### src/rtl/alu_cmd_sequencer.sv
`default_nettype none
// ============================================================================
// Module   : alu_cmd_sequencer
// Brief    : Command sequencer that wraps the combinational ALU. It holds a
//            small register file, issues one command at a time and returns
//            the result over a valid/ready handshake.
// Revision : 1.0 - initial release
// ============================================================================
module alu_cmd_sequencer #(
  parameter int WIDTH = 4,
  parameter int AW    = 2
) (
  input  logic             clk,
  input  logic             rst_n,
  input  logic             cmd_valid,
  output logic             cmd_ready,
  input  logic             cmd_load,
  input  logic [5:0]       cmd_op,
  input  logic [AW-1:0]    cmd_src_a,
  input  logic [AW-1:0]    cmd_src_b,
  input  logic [AW-1:0]    cmd_dst,
  input  logic [WIDTH-1:0] cmd_imm,
  output logic [WIDTH-1:0] alu_a,
  output logic [WIDTH-1:0] alu_b,
  output logic [4:0]       alu_select,
  output logic             alu_c_in,
  input  logic [WIDTH-1:0] alu_y,
  output logic             res_valid,
  input  logic             res_ready,
  output logic [WIDTH-1:0] res_data,
  output logic [AW-1:0]    res_dst,
  output logic             res_zero
);

  localparam int         NREG   = 2**AW;
  localparam logic [1:0] S_IDLE = 2'd0;
  localparam logic [1:0] S_EXEC = 2'd1;
  localparam logic [1:0] S_DONE = 2'd2;

  logic [1:0]       r_state;
  logic [1:0]       w_state_nxt;
  logic [WIDTH-1:0] r_rf [NREG];
  logic [WIDTH-1:0] r_alu_a;
  logic [WIDTH-1:0] r_alu_b;
  logic [4:0]       r_alu_select;
  logic             r_alu_c_in;
  logic             r_res_valid;
  logic [WIDTH-1:0] r_res_data;
  logic [AW-1:0]    r_res_dst;

  logic w_cmd_ready;
  logic w_accept_alu;
  logic w_accept_load;
  logic w_exec;
  logic w_release;

  // State register
  always_ff @(posedge clk) begin
    if (!rst_n) begin
      r_state <= S_IDLE;
    end else begin
      r_state <= w_state_nxt;
    end
  end

  // Next-state logic
  always_comb begin
    w_state_nxt = r_state;
    case (r_state)
      S_IDLE: begin
        if (cmd_valid) begin
          w_state_nxt = cmd_load ? S_DONE : S_EXEC;
        end
      end
      S_EXEC: w_state_nxt = S_DONE;
      S_DONE: begin
        if (res_ready) begin
          w_state_nxt = S_IDLE;
        end
      end
      default: w_state_nxt = S_IDLE;
    endcase
  end

  // Output/strobe decode; ready is masked while reset is asserted
  always_comb begin
    w_cmd_ready   = (r_state == S_IDLE) && rst_n;
    w_accept_alu  = w_cmd_ready && cmd_valid && !cmd_load;
    w_accept_load = w_cmd_ready && cmd_valid && cmd_load;
    w_exec        = (r_state == S_EXEC);
    w_release     = (r_state == S_DONE) && res_ready;
  end

  // Datapath: register file, operand latches and result holding registers
  always_ff @(posedge clk) begin
    if (!rst_n) begin
      for (int i = 0; i < NREG; i++) begin
        r_rf[i] <= '0;
      end
      r_alu_a      <= '0;
      r_alu_b      <= '0;
      r_alu_select <= '0;
      r_alu_c_in   <= 1'b0;
      r_res_valid  <= 1'b0;
      r_res_data   <= '0;
      r_res_dst    <= '0;
    end else begin
      if (w_accept_alu) begin
        r_alu_a                    <= r_rf[cmd_src_a];
        r_alu_b                    <= r_rf[cmd_src_b];
        {r_alu_select, r_alu_c_in} <= cmd_op;
        r_res_dst                  <= cmd_dst;
      end
      if (w_accept_load) begin
        r_rf[cmd_dst] <= cmd_imm;
        r_res_data    <= cmd_imm;
        r_res_dst     <= cmd_dst;
        r_res_valid   <= 1'b1;
      end
      // res_dst was captured at accept, so it names the write-back target
      if (w_exec) begin
        r_rf[r_res_dst] <= alu_y;
        r_res_data      <= alu_y;
        r_res_valid     <= 1'b1;
      end
      if (w_release) begin
        r_res_valid <= 1'b0;
      end
    end
  end

  assign cmd_ready  = w_cmd_ready;
  assign alu_a      = r_alu_a;
  assign alu_b      = r_alu_b;
  assign alu_select = r_alu_select;
  assign alu_c_in   = r_alu_c_in;
  assign res_valid  = r_res_valid;
  assign res_data   = r_res_data;
  assign res_dst    = r_res_dst;
  assign res_zero   = (r_res_data == '0);

endmodule
`default_nettype wire

### config.mk
export PLATFORM = sky130hd
export DESIGN_NAME = alu_cmd_sequencer
export DESIGN_NICKNAME = d
export VERILOG_FILES = /design/src/rtl/alu_cmd_sequencer.sv
export SDC_FILE = /design/constraint.sdc
export NUM_CORES = 1
export LEC_CHECK = 0
export CORE_AREA = 4 4 66 68
export CTS_CLUSTER_DIAMETER = 50
export CTS_CLUSTER_SIZE = 24
export DETAILED_ROUTE_END_ITERATION = 7
export DIE_AREA = 0 0 70 72
export MAX_ROUTING_LAYER = met4
export PLACE_DENSITY = 0.82
export SYNTH_ARGS = -nofsm -noshare
export SYNTH_HDL_FRONTEND = slang
export SYNTH_SLANG_ARGS = --single-unit
export TNS_END_PERCENT = 5
### constraint.sdc
create_clock -name clk -period 4.43 [get_ports clk]
set_input_delay 0.6645 -clock clk [delete_from_list [all_inputs] [get_ports clk]]
set_output_delay 0.6645 -clock clk [all_outputs]
set_load 0.02 [all_outputs]
==> metrics.md <==
| Metric | Value |
|---|---|
| WHS Path Cells | `2` |
| Post-synthesis compound-gate area fraction | `between 10% and 20%` |
| Largest family of logic cells by synthesized area | `simple AND/OR/NAND/NOR gates` |
| Fmax | `slightly below 300 MHz` |
| Number of cells produced by synthesis | `roughly 190` |
| Via count | `approximately 1,600` |
| TritonCTS clock tree | `done` |
| Synth Flop Type | `dfxtp_1` |
| Fin nets | `roughly 250` |
| Crit end category | `output port` |
| Synth Area per Inst | `around 11 µm²` |
| N_diodes | `0` |
| Initial Util | `slightly above 50%` |
| Post-Synth XOR/XNOR Area | `0%` |
| FFs w/ async S/R, synth | `0%` |
| Clk pwr share | `between 20 and 30%` |
| Via/cell ratio | `about 5.9` |
| Outcome | `complete, no violations` |
| GRT overflow | `0` |
| Row Count | `23` |
| Final Hold Fails | `0` |
| Reg power frac | `between 50 and 60%` |
| Slew margin rel. | `a little over two fifths` |
| YS warnings | `0` |
| Netlist cell types | `between 40 and 50` |
| H-Tree Level Count | `2` |
| Setup TNS | `0 ns` |
| Num CTS Buffers | `5` |
| Worst VDD drop | `between 0.0002 and 0.00025 V` |
| TritonCTS Sinks | `39` |
| Worst setup SP type | `primary input` |
| Root buf cell | `clkbuf_8` |
| Syn Nets | `between 200 and 250` |
| Switching part of the total | `26.5%` |
| Die width | `70 µm` |
| Fin area | `approximately 0.0025 mm²` |
| Longest Clk Path Bufs | `2` |
| WL/cell | `approximately 17 µm` |
| First-pass GRT wire length | `approximately 7.6 mm` |
| Initial antenna violation count | `0` |
| Worst R2R Path Depth | `4` |
| Placed Area | `0.00243 mm²` |
| Crit path cell chain | `clkdlybuf4s50_1 -> buf_4 -> or3b_1 -> clkinv_8 -> clkdlybuf4s50_1` |
| Adder-cell area share of the yosys netlist | `0%` |
| Leakage Power | `slightly below 0.0009 µW` |
| Sequential area share after synthesis | `48.2%` |
| DP Cell Count | `around 270` |
| Worst skew pair latency | `around 0.29 ns` |
| Power Density | `roughly 310 mW/mm²` |
| Critical path arrival | `2.79 ns` |
| Vias in the first global route | `roughly 1,700` |
| Comb power frac | `between 10% and 20%` |
| Mux contribution to synthesized area | `approximately 10%` |
| Final GP Congestion | `roughly 0.89` |
| Post-DP HPWL | `between 3 and 4 mm` |
| Worst hold slack | `roughly 0.46 ns` |
| Core Box Area | `~0.0039 mm²` |
| Largest net degree at the start of global routing | `29` |
| Final setup violation count | `0` |
| Final worst-path cycle share | `approximately four fifths` |
| Crit path max-delay cell type | `clkdlybuf4s50_1` |
| Area delta synth->final | `28.7%` |
| GRT Util Overall | `approximately a fifth` |
| Ports | `48` |
| Worst Skew | `roughly 0.014 ns` |
| ANT nets after route | `0` |
| Die area | `~0.0050 mm²` |
| Post-CTS Hold Buffers | `0` |
| Int Power | `roughly 580 µW` |
| Final min period | `approximately 3.5 ns` |
| # DRC | `0` |
| Post-Synthesis Cell Area | `just under 0.002 mm²` |
| Critical path fanouts, max | `28` |
| Post-CTS resize count | `0` |
| Fill count | `between 300 and 400` |
| Buffers added on ports | `between 40 and 50` |
| Fraction of the mapped netlist area in simple logic gates | `about 18%` |
| WP data required | `roughly 3.8 ns` |
| Layout cell share with drive strength beyond 1 | `around 10%` |
| Post-Layout Cell Count | `between 200 and 300` |
| Number of synthesized flops with an enable pin | `16` |
| Worst setup path class | `primary input to output port` |
| Most frequent CP cell | `clkdlybuf4s50_1` |
| First DRT Iteration DRCs | `124` |
| Slew @ Worst Pin | `0.873 ns` |
| Max cap viols | `0` |
| Post-CTS Setup Bufs | `0` |
| Die height | `between 70 and 80 µm` |
| 1st-pass router iterations | `4` |
| Unrepaired setup endpoints after global routing | `false` |
| Switch Pwr | `between 200 and 250 µW` |
| Yosys reg bits | `39` |
| Final WL | `about 4.6 mm` |
| Worst hold path type | `register to register` |
| Final Max Tran Viols | `0` |
| Clk slew on worst S/H paths | `0.06 ns` |
| Max incr delay on CP | `~0.63 ns` |
## final timing paths
path,start,to,slack (ns)
setup / recovery,rst_n,cmd_ready,0.97
setup reg to reg,r_state[1],r_rf[2][3],2.27
hold reg to reg,alu_a[2],alu_a[2],0.46
hold / removal,alu_a[2],alu_a[2],0.46
## power groups by stage
stage | logic, µW | clock network [µW] | registers [µW]
floorplan | 74.7 | 0 | 423
global placement | 140 | 0 | 417
detailed placement | 143 | 0 | 419
CTS | 144 | 230 | 411
global route | 156 | 239 | 414
finish | 144 | 229 | 411
## registers in the layout, summed over array words and instances (netlist names)
name,flops
res_dst,2
res_data,4
r_rf,16
alu_b,4
alu_c_in,1
alu_a,4
r_state,2
res_valid,1
alu_select,5
## metrics by stage
stage	util (%)	total power [µW]	setup slack [ns]
3_5_place_dp	62.9	562	0.993
6_report	65.1	784	0.971
4_1_cts	65.1	784	0.980
2_1_floorplan	-	498	2.25
3_3_place_gp	62.9	557	1.01
5_1_grt	65.1	809	0.881
## cells in the mapped netlist, drive strengths merged (2+ instances only)
cell type	number	area share, %
a31oi	2	0.96
nor2	9	2.1
buf	7	2.7
edfxtp	16	25
mux4	8	9.2
a21oi	13	3.3
o31ai	2	0.77
inv	10	1.9
a32oi	6	3.5
dfxtp	23	24
o21ai	19	4.9
mux2i	2	1.0
nand4	2	0.64
nor3b	2	0.77
nand2b	3	0.96
nand3	15	4.1
nand2	15	2.9
nor4bb	3	1.5
nor3	4	1.0
o211ai	2	0.77
nor2b	3	0.96
clkbuf	5	0.96
## kinds of logic (layout without fill, tap and decap cells)
logic type	Yosys count	count (layout)
simple gates	63	63
compound gates	50	50
flops	39	39
buf+inv	23	68
mux	10	10
## metal layers
layer  GRT usage [%]  wire length (µm)  vias up
li1                -                 -      783
met1            22.7              1840      772
met2            32.7              2350       75
met3            4.99               333       13
met4            8.51               104        0
met5               -                 0        -
## layout by cell type (no fill, tap or decap), types with 2 or more instances in the layout
| cell | count |
|---|---|
| a32oi_1 | 4 |
| clkbuf_1 | 2 |
| o21ai_0 | 18 |
| nand2b_1 | 3 |
| nand3_1 | 14 |
| mux4_2 | 8 |
| edfxtp_1 | 16 |
| inv_1 | 10 |
| buf_4 | 2 |
| nor3b_1 | 2 |
| o31ai_1 | 2 |
| nor2b_1 | 3 |
| a21oi_1 | 13 |
| clkdlybuf4s50_1 | 47 |
| dfxtp_1 | 23 |
| nor2_1 | 8 |
| nand2_1 | 15 |
| mux2i_1 | 2 |
| clkbuf_8 | 5 |
| a32oi_2 | 2 |
| o211ai_1 | 2 |
| nor3_1 | 4 |
| nor4bb_1 | 3 |
| nand4_1 | 2 |
## layout make-up
class / instances / area (µm²) / share of cell area (%)
clock inverters: 1 / 7.51 / 0.299
inverters: 11 / 53.8 / 2.14
multi-input cells: 123 / 885 / 35.2
flip-flops and latches: 39 / 941 / 37.5
clock buffers: 7 / 76.3 / 3.04
repair buffers: 49 / 485 / 19.3
well taps: 50 / 62.6 / 2.49
## worst max-delay path, delay by kind of cell
kind | cells | cell delay (ns)
buf+inv | 4 | 1.52
simple gates | 1 | 0.60
(Power assumes the default switching activity.)
==> variant, RTL diff (config.mk and constraints unchanged) <==
Set the parameter `WIDTH` to 3 (it was 4).
--- a/src/rtl/alu_cmd_sequencer.sv
+++ b/src/rtl/alu_cmd_sequencer.sv
@@ -7,7 +7,7 @@
 // Revision : 1.0 - initial release
 // ============================================================================
 module alu_cmd_sequencer #(
-  parameter int WIDTH = 4,
+  parameter int WIDTH = 3,
   parameter int AW    = 2
 ) (
   input  logic             clk,
Ports: changed (5 resized); port bits go from 48 to 43. No check against the original RTL was run, so the function may have changed too.
==> variant against the unedited design <==
  * Critical path depth decreased by 1
  * Clock power is 17% higher
  * Power is 7.9% lower
  * Core utilization is 10 points lower
  * Sequential cell count is 7 lower
  * Combinational power down 17%
  * Setup slack better by 0.29 ns
  * Die area did not move
  * Wire length fell by 27%
  * Fmax rose by 9.1%
  * Area after synthesis decreased by 19%
  * Final area fell by 15%
  * Worst hold slack barely moved
  * Critical path type unchanged
  * Highest routed layer unchanged
==> variant: results <==
{
  "clk-power_mw": 0.269,
  "synth.area.mux_share": 0.09802,
  "fmax_ghz": 0.3155,
  "dr_wl_met3_um": 231,
  "pg_seq_mw": 0.334,
  "yosys-top-cells-count": "dfxtp_1 (20), o21ai_0 (19), a21oi_1 (15), nand3_1 (15), edfxtp_1 (12)",
  "gr-usage-met2": 0.2193,
  "status": "completed",
  "grt_pass1_wl_um": 5471,
  "synth.distinct_cells": 39,
  "vias": 1275,
  "drt-initial-drc-count": 76,
  "reg2reg_slack_ns": 2.50,
  "worst_clock_skew_ns": 0.001959,
  "stdcell_count": 241,
  "timing.slew.headroom": 0.5125,
  "synth_compound_area_frac": 0.1842,
  "hold_ws_ns": 0.4550,
  "syn_nets": 171,
  "dp_hpwl_um": 2542,
  "drive_above_1_share": 0.1257,
  "met2WireLength_um": 1663,
  "worstPathMaxFanout": 19,
  "drt_pass1_iterations": 4,
  "r2r-start": "r_state[0]",
  "numPortBuffers": 42,
  "placedInstanceArea_um2": 2019,
  "largest_register_ffs": 12,
  "finalPower_mw": 0.7218,
  "worstHoldStart": "alu_b[1]",
  "clk_latency_ns": 0.28,
  "wirelength_um": 3364,
  "max-vdd-ir-drop_mv": 0.1421,
  "intPower_mw": 0.5484,
  "p_leak_nw": 0.7376,
  "dp_slack_ns": 1.257,
  "grt_pass1_vias": 1185,
  "grtUsageMet1": 0.1695,
  "ys_seq_area_frac": 0.4806,
  "n_fill_cell": 339,
  "grt_max_degree": 22,
  "place_inst": 233,
  "use_met3": 0.04571,
  "ctsHoldBuffers": 0,
  "syn_avg_cell_area_um2": 10.69,
  "wl_met1_um": 1439,
  "layout.nets": 213,
  "synth_edf_count": 12,
  "synth_area_leaders": "dfxtp_1 (25%), edfxtp_1 (23%), mux4_2 (8.5%), o21ai_0 (6.0%), a21oi_1 (4.7%)"
}
[variant: cell count changes after synthesis, sizes merged, moves of 2 or more]
| cell | change |
|---|---|
| nand4 | -2 |
| edfxtp | -4 |
| nor4bb | -2 |
| nand4b | +2 |
| dfxtp | -3 |
| o211ai | -2 |
| clkbuf | -4 |
| a21oi | +2 |
| nand2 | -6 |
| mux4 | -2 |
| nor2 | -5 |
| a32oi | -2 |
| inv | -6 |
[variant: layout make-up]
cell class,instances,area [um^2],area share
Clock inverter,2,35.03,0.01647
Tap cell,50,62.56,0.02941
Multi-Input combinational cell,102,740.7,0.3482
Timing Repair Buffer,43,427.9,0.2012
Sequential cell,32,760.7,0.3576
Inverter,6,27.53,0.01294
Clock buffer,6,72.57,0.03412
[variant: final timing paths]
| check | end | cells after the start |
|---|---|---|
| setup reg to reg | r_rf[1][2] | 4 |
| setup / recovery | cmd_ready | 4 |
| hold reg to reg | alu_b[1] | 2 |
| hold / removal | alu_b[1] | 2 |
